===== config.mk =====
export PLATFORM = sky130hd
export DESIGN_NAME = instr_fetch_unit
export DESIGN_NICKNAME = d
export VERILOG_FILES = /design/src/rtl/instr_fetch_unit.sv
export SDC_FILE = /design/constraint.sdc
export NUM_CORES = 2
export LEC_CHECK = 0
export CAP_MARGIN = 20
export CORE_ASPECT_RATIO = 0.7
export CORE_UTILIZATION = 40
export DETAILED_ROUTE_END_ITERATION = 8
export PLACE_DENSITY = 0.66
export SLEW_MARGIN = 15
export SYNTH_ARGS = -nofsm -noshare
export SYNTH_HDL_FRONTEND = slang
export SYNTH_SLANG_ARGS = --single-unit

===== constraint.sdc =====
create_clock -name clk -period 4.1 [get_ports clk]
set_input_delay 0.82 -clock clk [delete_from_list [all_inputs] [get_ports clk]]
set_output_delay 0.82 -clock clk [all_outputs]
set_load 0.01 [all_outputs]

===== src/rtl/instr_fetch_unit.sv =====
// ---------------------------------------------------------------------------
// instr_fetch_unit
//
// Fetches 8-bit instructions from a small program memory, decodes them and
// presents the decoded fields through a valid/ready output register.
// Execution runs from pc 0 after start. It stops when a HALT instruction
// (opcode 4'hE) is accepted by the consumer. A taken branch can redirect
// the fetch address at any time while running.
//
// Ports:
//   clk, reset          clock and asynchronous active-high reset
//   prog_we/addr/data   program memory write port (ignored while running)
//   lbl_we/idx/data     16-entry jump-label table write port (ignored while running)
//   start               begin execution at pc 0 (from idle or halted)
//   redirect_valid/pc   taken branch: restart fetching at redirect_pc
//   out_ready           consumer accepts the presented instruction
//   out_valid, out_pc   presented instruction and its pc
//   format, opcode      00 C, 01 I, 10 M, 11 X; instr[7:4]
//   reg1_i, reg2_i,
//   reg_o               register indices
//   imm, imm_flag       instr[3:1], instr[0]
//   jmp_loc             label-table target
//   halted              a HALT instruction was accepted
//   busy                fetch unit is running
// ---------------------------------------------------------------------------
module instr_fetch_unit #(
    parameter int PC_W  = 16,
    parameter int DEPTH = 256,
    parameter int AW    = $clog2(DEPTH)
) (
    input  logic            clk,
    input  logic            reset,
    input  logic            prog_we,
    input  logic [AW-1:0]   prog_addr,
    input  logic [7:0]      prog_data,
    input  logic            lbl_we,
    input  logic [3:0]      lbl_idx,
    input  logic [PC_W-1:0] lbl_data,
    input  logic            start,
    input  logic            redirect_valid,
    input  logic [PC_W-1:0] redirect_pc,
    input  logic            out_ready,
    output logic            out_valid,
    output logic [PC_W-1:0] out_pc,
    output logic [1:0]      format,
    output logic [3:0]      opcode,
    output logic [2:0]      reg1_i,
    output logic [2:0]      reg2_i,
    output logic [2:0]      reg_o,
    output logic [2:0]      imm,
    output logic            imm_flag,
    output logic [PC_W-1:0] jmp_loc,
    output logic            halted,
    output logic            busy
);

    typedef enum logic [1:0] {S_IDLE, S_RUN, S_HALT} state_t;

    localparam logic [1:0] FMT_C = 2'b00;
    localparam logic [1:0] FMT_I = 2'b01;
    localparam logic [1:0] FMT_M = 2'b10;
    localparam logic [1:0] FMT_X = 2'b11;

    state_t          state, state_nxt;
    logic [7:0]      mem    [DEPTH];
    logic [PC_W-1:0] labels [16];
    logic [PC_W-1:0] fetch_pc;

    logic            run, start_acc, halt_acc, redir, load, in_range;
    logic [7:0]      instr;
    logic [1:0]      dec_format;
    logic [2:0]      dec_reg1, dec_reg2, dec_rego;
    logic [PC_W-1:0] dec_jmp;

    // Priority inside RUN: HALT acceptance, then redirect, then load.
    assign run       = (state == S_RUN);
    assign start_acc = start && !run;
    assign halt_acc  = run && out_valid && out_ready && (opcode == 4'hE);
    assign redir     = run && redirect_valid && !halt_acc;
    assign load      = run && !halt_acc && !redir && (!out_valid || out_ready);

    // Addresses beyond the memory read back as HALT so a runaway pc stops.
    assign in_range = ({1'b0, fetch_pc} < (PC_W+1)'(DEPTH));
    assign instr    = in_range ? mem[fetch_pc[AW-1:0]] : 8'hE0;

    always_comb begin
        dec_reg1 = 3'd0;
        dec_reg2 = 3'd0;
        dec_rego = 3'd0;
        dec_jmp  = '0;
        case (instr[7:4])
            4'h2, 4'h4: dec_format = FMT_C;
            4'h9, 4'hD: dec_format = FMT_I;
            4'hE:       dec_format = FMT_X;
            default:    dec_format = FMT_M;
        endcase
        case (dec_format)
            FMT_C: begin
                dec_rego = instr[0] ? 3'b011 : 3'b010;
                dec_jmp  = labels[instr[3:0]];
            end
            FMT_I: begin
                dec_reg1 = instr[3:1];
                dec_reg2 = instr[3:1] + 3'd1;
                dec_rego = instr[3:1];
            end
            FMT_M: begin
                // Opcode 0101 swaps which nibble half feeds source and dest.
                if (instr[7:4] == 4'h5) begin
                    dec_reg1 = {1'b1, instr[1:0]};
                    dec_rego = {1'b0, instr[3:2]};
                end else begin
                    dec_reg1 = {1'b0, instr[3:2]};
                    dec_reg2 = {1'b0, instr[3:2]} + 3'd1;
                    dec_rego = {1'b1, instr[1:0]};
                end
                dec_jmp = labels[{2'b11, instr[1:0]}];
            end
            default: ;
        endcase
    end

    // Program and label storage are not reset so programs survive reset.
    always_ff @(posedge clk) begin
        if (prog_we && !run) mem[prog_addr] <= prog_data;
        if (lbl_we && !run)  labels[lbl_idx] <= lbl_data;
    end

    always_ff @(posedge clk or posedge reset) begin
        if (reset) begin
            fetch_pc  <= '0;
            out_valid <= 1'b0;
            halted    <= 1'b0;
            out_pc    <= '0;
            format    <= 2'b00;
            opcode    <= 4'h0;
            reg1_i    <= 3'd0;
            reg2_i    <= 3'd0;
            reg_o     <= 3'd0;
            imm       <= 3'd0;
            imm_flag  <= 1'b0;
            jmp_loc   <= '0;
        end else if (start_acc) begin
            fetch_pc  <= '0;
            out_valid <= 1'b0;
            halted    <= 1'b0;
        end else if (halt_acc) begin
            out_valid <= 1'b0;
            halted    <= 1'b1;
        end else if (redir) begin
            out_valid <= 1'b0;
            fetch_pc  <= redirect_pc;
        end else if (load) begin
            out_valid <= 1'b1;
            out_pc    <= fetch_pc;
            fetch_pc  <= fetch_pc + PC_W'(1);
            format    <= dec_format;
            opcode    <= instr[7:4];
            reg1_i    <= dec_reg1;
            reg2_i    <= dec_reg2;
            reg_o     <= dec_rego;
            imm       <= instr[3:1];
            imm_flag  <= instr[0];
            jmp_loc   <= dec_jmp;
        end
    end

    always_ff @(posedge clk or posedge reset) begin
        if (reset) state <= S_IDLE;
        else       state <= state_nxt;
    end

    always_comb begin
        state_nxt = state;
        case (state)
            S_IDLE, S_HALT: if (start) state_nxt = S_RUN;
            S_RUN:          if (halt_acc) state_nxt = S_HALT;
            default:        state_nxt = S_IDLE;
        endcase
    end

    always_comb begin
        busy = (state == S_RUN);
    end

endmodule


=== Yosys cells after proc, flatten, opt, wreduce, memory -nomap -nowiden ===
Memories as Yosys holds them, arrays and structs flattened.
Cells that the tools add are included.
Widths: inputs -> output; s select.

* Input port bits: 59
* RAM bits: 2304
* Memories: 2
* Flip-flop bits (word level): 71

{| class="wikitable"
|+ Memory list
! memory !! words !! width !! read ports !! clocked after Yosys merged registers in !! wr ports !! line !! RTL
|-
| mem || 256 || 8 || 1 || 0 || 1 || 65 || <nowiki>logic [7:0] mem [DEPTH];</nowiki>
|-
| labels || 16 || 16 || 2 || 0 || 1 || 66 || <nowiki>logic [PC_W-1:0] labels [16];</nowiki>
|}

* Reduce and logical (&&, ||, !) cells: 27
* Bitwise gates (word level): 3
* Eq/ne operators: 14
* Add/subtract/negate cells: 3
* $lt $le $gt $ge: 1
* Mux-type cells: 27

{| class="wikitable"
|+ Operators by type and width
! cell !! count
|-
| $mux 16 || 4
|-
| $pmux 16 s2 || 1
|-
| $add 16x1->16 const B || 1
|-
| $eq 4x4->1 const B || 4
|-
| $lt 16x9->1 const B || 1
|-
| $pmux 3 s2 || 2
|-
| $logic_and 1x1->1 || 11
|-
| $mux 1 || 11
|-
| $mux 3 || 3
|-
| $pmux 3 s3 || 1
|-
| $eq 4x3->1 const B || 2
|-
| $mux 8 || 1
|-
| $pmux 2 s3 || 1
|-
| $reduce_or 2->1 || 3
|-
| $eq 2x1->1 const B || 2
|-
| $eq 2x2->1 const B || 2
|-
| $eq 4x2->1 const B || 1
|-
| $logic_not 1->1 || 4
|-
| $logic_not 2->1 || 2
|-
| $mux 2 || 2
|-
| $ne 2x2->1 const B || 2
|-
| $pmux 2 s2 || 1
|-
| $reduce_and 2->1 || 2
|-
| $reduce_and 4->1 || 1
|-
| 8 further kinds || 10
|}

=== Longest topological paths before layout ===
* Depth in word-level cells: 13
* Mapped depth: 19

=== Least setup slack after synthesis ===
Ideal clock, no wire load.

* Kind: register to register
* Start point: reg fetch_pc[0]
* End point: reg jmp_loc[10]
* Cell stages (with the launch flop): 16
* Slack: 0.684 ns
* Arrival time: 3.326 ns
* Required time: 4.010 ns
* Cells stage by stage: dfrtp_1 -> buf_6 -> buf_6 -> buf_4 -> buf_2 -> mux4_2 -> o22ai_1 -> o21ai_0 -> nand2_1 -> nor2_1 -> a22oi_1 -> and2_1 -> mux2_2 -> o21ai_2 -> nand2_2 -> o221ai_1

* Cells in the longest elaborated chain, start to end: 7
* Elaborated cells between the ends (all ways): 15

{| class="wikitable"
|+ Ends and longest elaborated chain
! what !! line !! RTL
|-
| start, declared || 67 || <nowiki>logic [PC_W-1:0] fetch_pc;</nowiki>
|-
| start signal, assigned || 152 || <nowiki>fetch_pc <= redirect_pc;</nowiki>
|-
| start signal, assigned || 156 || <nowiki>fetch_pc <= fetch_pc + PC_W'(1);</nowiki>
|-
| $mem_v2 256x8 / $lt 16x9->1 (equally long branches) || -- ||
|-
| $mux 8 (*) || 84 || <nowiki>assign instr = in_range ? mem[fetch_pc[AW-1:0]] : 8'hE0;</nowiki>
|-
| $eq 4x4->1 (tied with other cells) || 91 || <nowiki>case (instr[7:4])</nowiki>
|-
| $reduce_or 2->1 || 91 ||
|-
| $pmux 2 s3 || 91 ||
|-
| $eq 2x2->1 / $logic_not 2->1 (equally long branches) || 97 || <nowiki>case (dec_format)</nowiki>
|-
| $pmux 16 s2 (*) || 97 ||
|-
| end signal, assigned || 164 || <nowiki>jmp_loc <= dec_jmp;</nowiki>
|-
| end, declared || 52 || <nowiki>output logic [PC_W-1:0] jmp_loc,</nowiki>
|}

Mark *: on every way between the ends. The rest lies on a longest branch, timed or not.
A chain may end at the register's enable or synchronous reset.

=== Worst setup path after layout ===
* Start point: reg fetch_pc[0]
* End point: reg jmp_loc[5]

The elaborated chain is that of the path after synthesis.

==> flow_metrics.py <==
metrics = {
    "clocking": {
        "clkSlewWorstSetupHoldPaths_ns": 0.07,
        "cts_tree": "yes",
        "clock_latency_ns": 0.88,
        "root_buffer": "clkbuf_16",
        "cts_buffers": 216,
        "clockBufferDepth": 4,
        "cts.htree.levels": 4,
        "clock-sinks": 2375,
        "hold_buffers": 0,
    },
    "critical_path": {
        "endpoint_kind": "register",
        "cp_cell_sequence": "buf_4, buf_12, buf_12, buf_8, mux4_2, mux2i_2, mux2i_2, o21ai_2, buf_6, o2bb2ai_1, buf_4, buf_4, a21oi_4, buf_8, buf_4, and3_1, a211oi_2, a31o_2, a21o_1, o221ai_1",
        "crit_fanout": 15,
        "critPathMostFrequentCell": "buf_4",
        "crit_path_top_delay_cell": "dfrtp_4",
        "crit_type": "register to register",
        "cp-start-kind": "register",
        "cpPeakStageDelay_ns": 0.53,
        "required_ns": 4.85,
        "critPathArrivalTime_ns": 4.97,
    },
    "timing": {
        "max_freq_mhz": 237,
        "hold_ws_ns": 0.309,
        "worst_slew_pin_slew_ns": 1.20,
        "slew_headroom": 0.201,
        "drv_slew": 0,
        "fin_crit_sh": 1.03,
        "worst_slack_ns": -0.124,
        "rsz0062_at_grt": "true",
        "hold_viol_final": 0,
        "setup_viol": 21,
        "fin_crit_ns": 4.22,
        "finClkSkew_ns": 0.0472,
    },
    "floorplanning": {
        "initial_utilization": 0.403,
        "die_area_sq_um": 236000,
        "num_rows": 148,
        "die_x_um": 581,
        "ioPinCount": 113,
        "core-area_sq_um": 233000,
        "chipHeight_um": 407,
    },
    "drt": {
        "drt_iter0_markers": 9743,
        "drc_errors": 0,
        "ant_nets": 0,
        "first_pass_iters": 6,
        "wire_per_inst_um": 32.8,
        "vias": 57006,
        "viasPerCell": 6.10,
        "routed_wl_um": 306000,
    },
    "global_route": {
        "grt.total_usage": 0.252,
        "grt_max_degree": 122,
        "antenna_found_initial": 23,
        "grt-ovfl-total": 0,
        "grt_first_pass_wirelength_um": 420000,
        "grt_pass1_vias": 53805,
    },
    "layout": {
        "nets": 6145,
        "fin_cells": 9338,
        "area_delta_synth_final_pct": 22.6,
        "fillers": 18542,
        "drive_above_1_share": 0.328,
    },
    "power": {
        "p_leak_nw": 38.3,
        "vdd_drop_max_mv": 0.484,
        "power.density_nw_per_um2": 676,
    },
    "synth": {
        "yosysUniqueCellTypes": 97,
        "synth_area_per_cell_sq_um": 18.9,
        "yosysWarnings": 0,
        "syn-cell-area_sq_um": 93800,
        "synth_edf_count": 2304,
        "netlist_instances": 4955,
        "synth_top_area_frac": 0.738,
        "synthFlopType": "edfxtp_1",
        "ys_ff_latch": 2375,
        "ys_seq_area_frac": 0.757,
        "yosysTopAreaCell": "edfxtp_1",
        "synth_nets": 5017,
        "ys_async_sr_fraction": 0.0299,
        "synthTopCellsByArea": "edfxtp_1 (74%), mux4_2 (9.9%), mux2i_1 (3.0%)",
    },
    "flow_run": {
        "maxCapViolCount": 0,
    },
    "placement": {
        "dp_cells": 8856,
        "gp_congestion": 0.985,
        "hpwl_um": 207000,
        "port_buffers": 112,
    },
    "outcome": {
        "status": "complete, but fails checks",
        "violations": "negative setup slack",
    },
    "worst_hold_path": {
        "hp-class": "input pin to register",
    },
}
[sequential cells by signal, indices dropped and copies added, names as in the netlist, 4 cells and up]
signal,cells
mem,2048
labels,256
fetch_pc,16
jmp_loc,16
out_pc,16
opcode,4
[layout make-up]
class                           count  area (sq um)  area share
Tap cell                         3075          3850      0.0335
Antenna cell                       14          35.0    0.000305
Multi-Input combinational cell   2269         22100       0.192
Timing Repair Buffer             1196         11200      0.0976
Inverter                           25           105    0.000914
Sequential cell                  2375         71000       0.617
Clock inverter                    125          1180      0.0103
Clock buffer                      259          5570      0.0484
[path summary, 6_finish.rpt]
path,from,endpoint,slack (ns),cells after the start
worst max-delay path,fetch_pc[0],jmp_loc[5],-0.12,20
worst min-delay path,prog_data[6],mem[197][6],0.31,1
worst max register to register,fetch_pc[0],jmp_loc[5],-0.12,20
worst min register to register,reg_o[2],reg_o[2],0.49,1
max in group asynchronous,reset,jmp_loc[6],2.97,3
min in group asynchronous,reset,out_pc[10],0.33,2
[through the flow]
step	utilization	instance area [sq um]	TNS, ns	total power [mW]	setup WS (ns)
global placement	0.455	106000	-16.88	54.3	-0.787
global route	0.494	115000	-1.60	79.1	-0.153
floorplan	-	93800	0	40.3	0.684
finish	0.494	115000	-1.64	77.7	-0.124
detailed placement	0.455	106000	-17.84	54.4	-0.862
CTS	0.489	114000	-0.0395	75.4	-0.0222
[cell usage in the layout, fill, tap and decap left out, types with 12 or more instances in the layout]
cell type	netlist	routed
o21ai_0	67	53
clkbuf_1	98	43
bufinv_16	0	22
nand2b_1	16	16
a31oi_1	37	32
clkinv_1	4	57
clkinv_2	0	34
nand3_1	72	63
nor3_1	33	17
a22o_1	27	27
a221oi_1	29	24
nor3_2	2	13
buf_6	35	44
o211ai_1	19	19
a22oi_1	142	124
dfrtp_1	71	65
mux2_2	27	22
nand4_1	18	18
o22ai_1	43	35
nand2_1	289	281
a211oi_1	27	12
mux2i_1	285	272
a21oi_1	79	73
clkbuf_16	0	221
a22oi_2	0	18
nor2b_1	19	12
nor2_1	382	374
a211oi_2	5	15
mux4_2	412	412
clkdlybuf4s50_1	0	104
diode_2	0	14
edfxtp_1	2304	2304
buf_4	69	905
and3_1	47	43
buf_12	1	110
[cells in the mapped netlist (19+ instances only)]
library cell / number
edfxtp_1: 2304
mux4_2: 412
nor2_1: 382
nand2_1: 289
mux2i_1: 285
a22oi_1: 142
clkbuf_1: 98
a21oi_1: 79
nand3_1: 72
buf_2: 71
dfrtp_1: 71
buf_4: 69
o21ai_0: 67
and3_1: 47
o22ai_1: 43
a31oi_1: 37
buf_6: 35
nor3_1: 33
a221oi_1: 29
a211oi_1: 27
a22o_1: 27
mux2_2: 27
nor2b_1: 19
o211ai_1: 19
[report_power, final]
group	internal [mW]	leakage, nW	switching (mW)
logic	13.0	13.4	17.5
clock network	11.0	3.29	8.97
registers	26.9	21.6	0.325
total	50.9	38.3	26.8
[critical path, delay by kind of cell (launching register included)]
kind	cells	cell delay, ns
and+or+nand+nor	1	0.19
buffers and inverters	9	1.44
muxes	3	0.82
DFF	1	0.53
AOI/OAI and AO/OA	7	1.07
[layer usage]
metal / global-route usage / part of all wire / vias up
li1: - / - / 22474
met1: 0.372 / 0.39 / 29462
met2: 0.336 / 0.40 / 4510
met3: 0.109 / 0.17 / 542
met4: 0.0677 / 0.031 / 18
met5: 0 / 0.00033 / -
[repair_timing]
| action | in CTS | in global routing |
|---|---|---|
| gates resized for setup | 138 | 160 |
| gates cloned | 5 | 7 |
| endpoints found under the setup margin | 29 | 25 |
| pin swaps | 29 | 49 |
| setup buffers | 36 | 39 |
[kinds of logic after synthesis]
| logic type | after synthesis | synth area share |
|---|---|---|
| flops | 2375 | 0.757 |
| xor+xnor | 7 | 0.000654 |
| mux | 724 | 0.133 |
| simple gates | 927 | 0.0433 |
| fa+ha+maj | 3 | 0.000400 |
| compound gates | 606 | 0.0467 |
| buf+inv | 313 | 0.0196 |
Power figures use the tool's default switching activity.
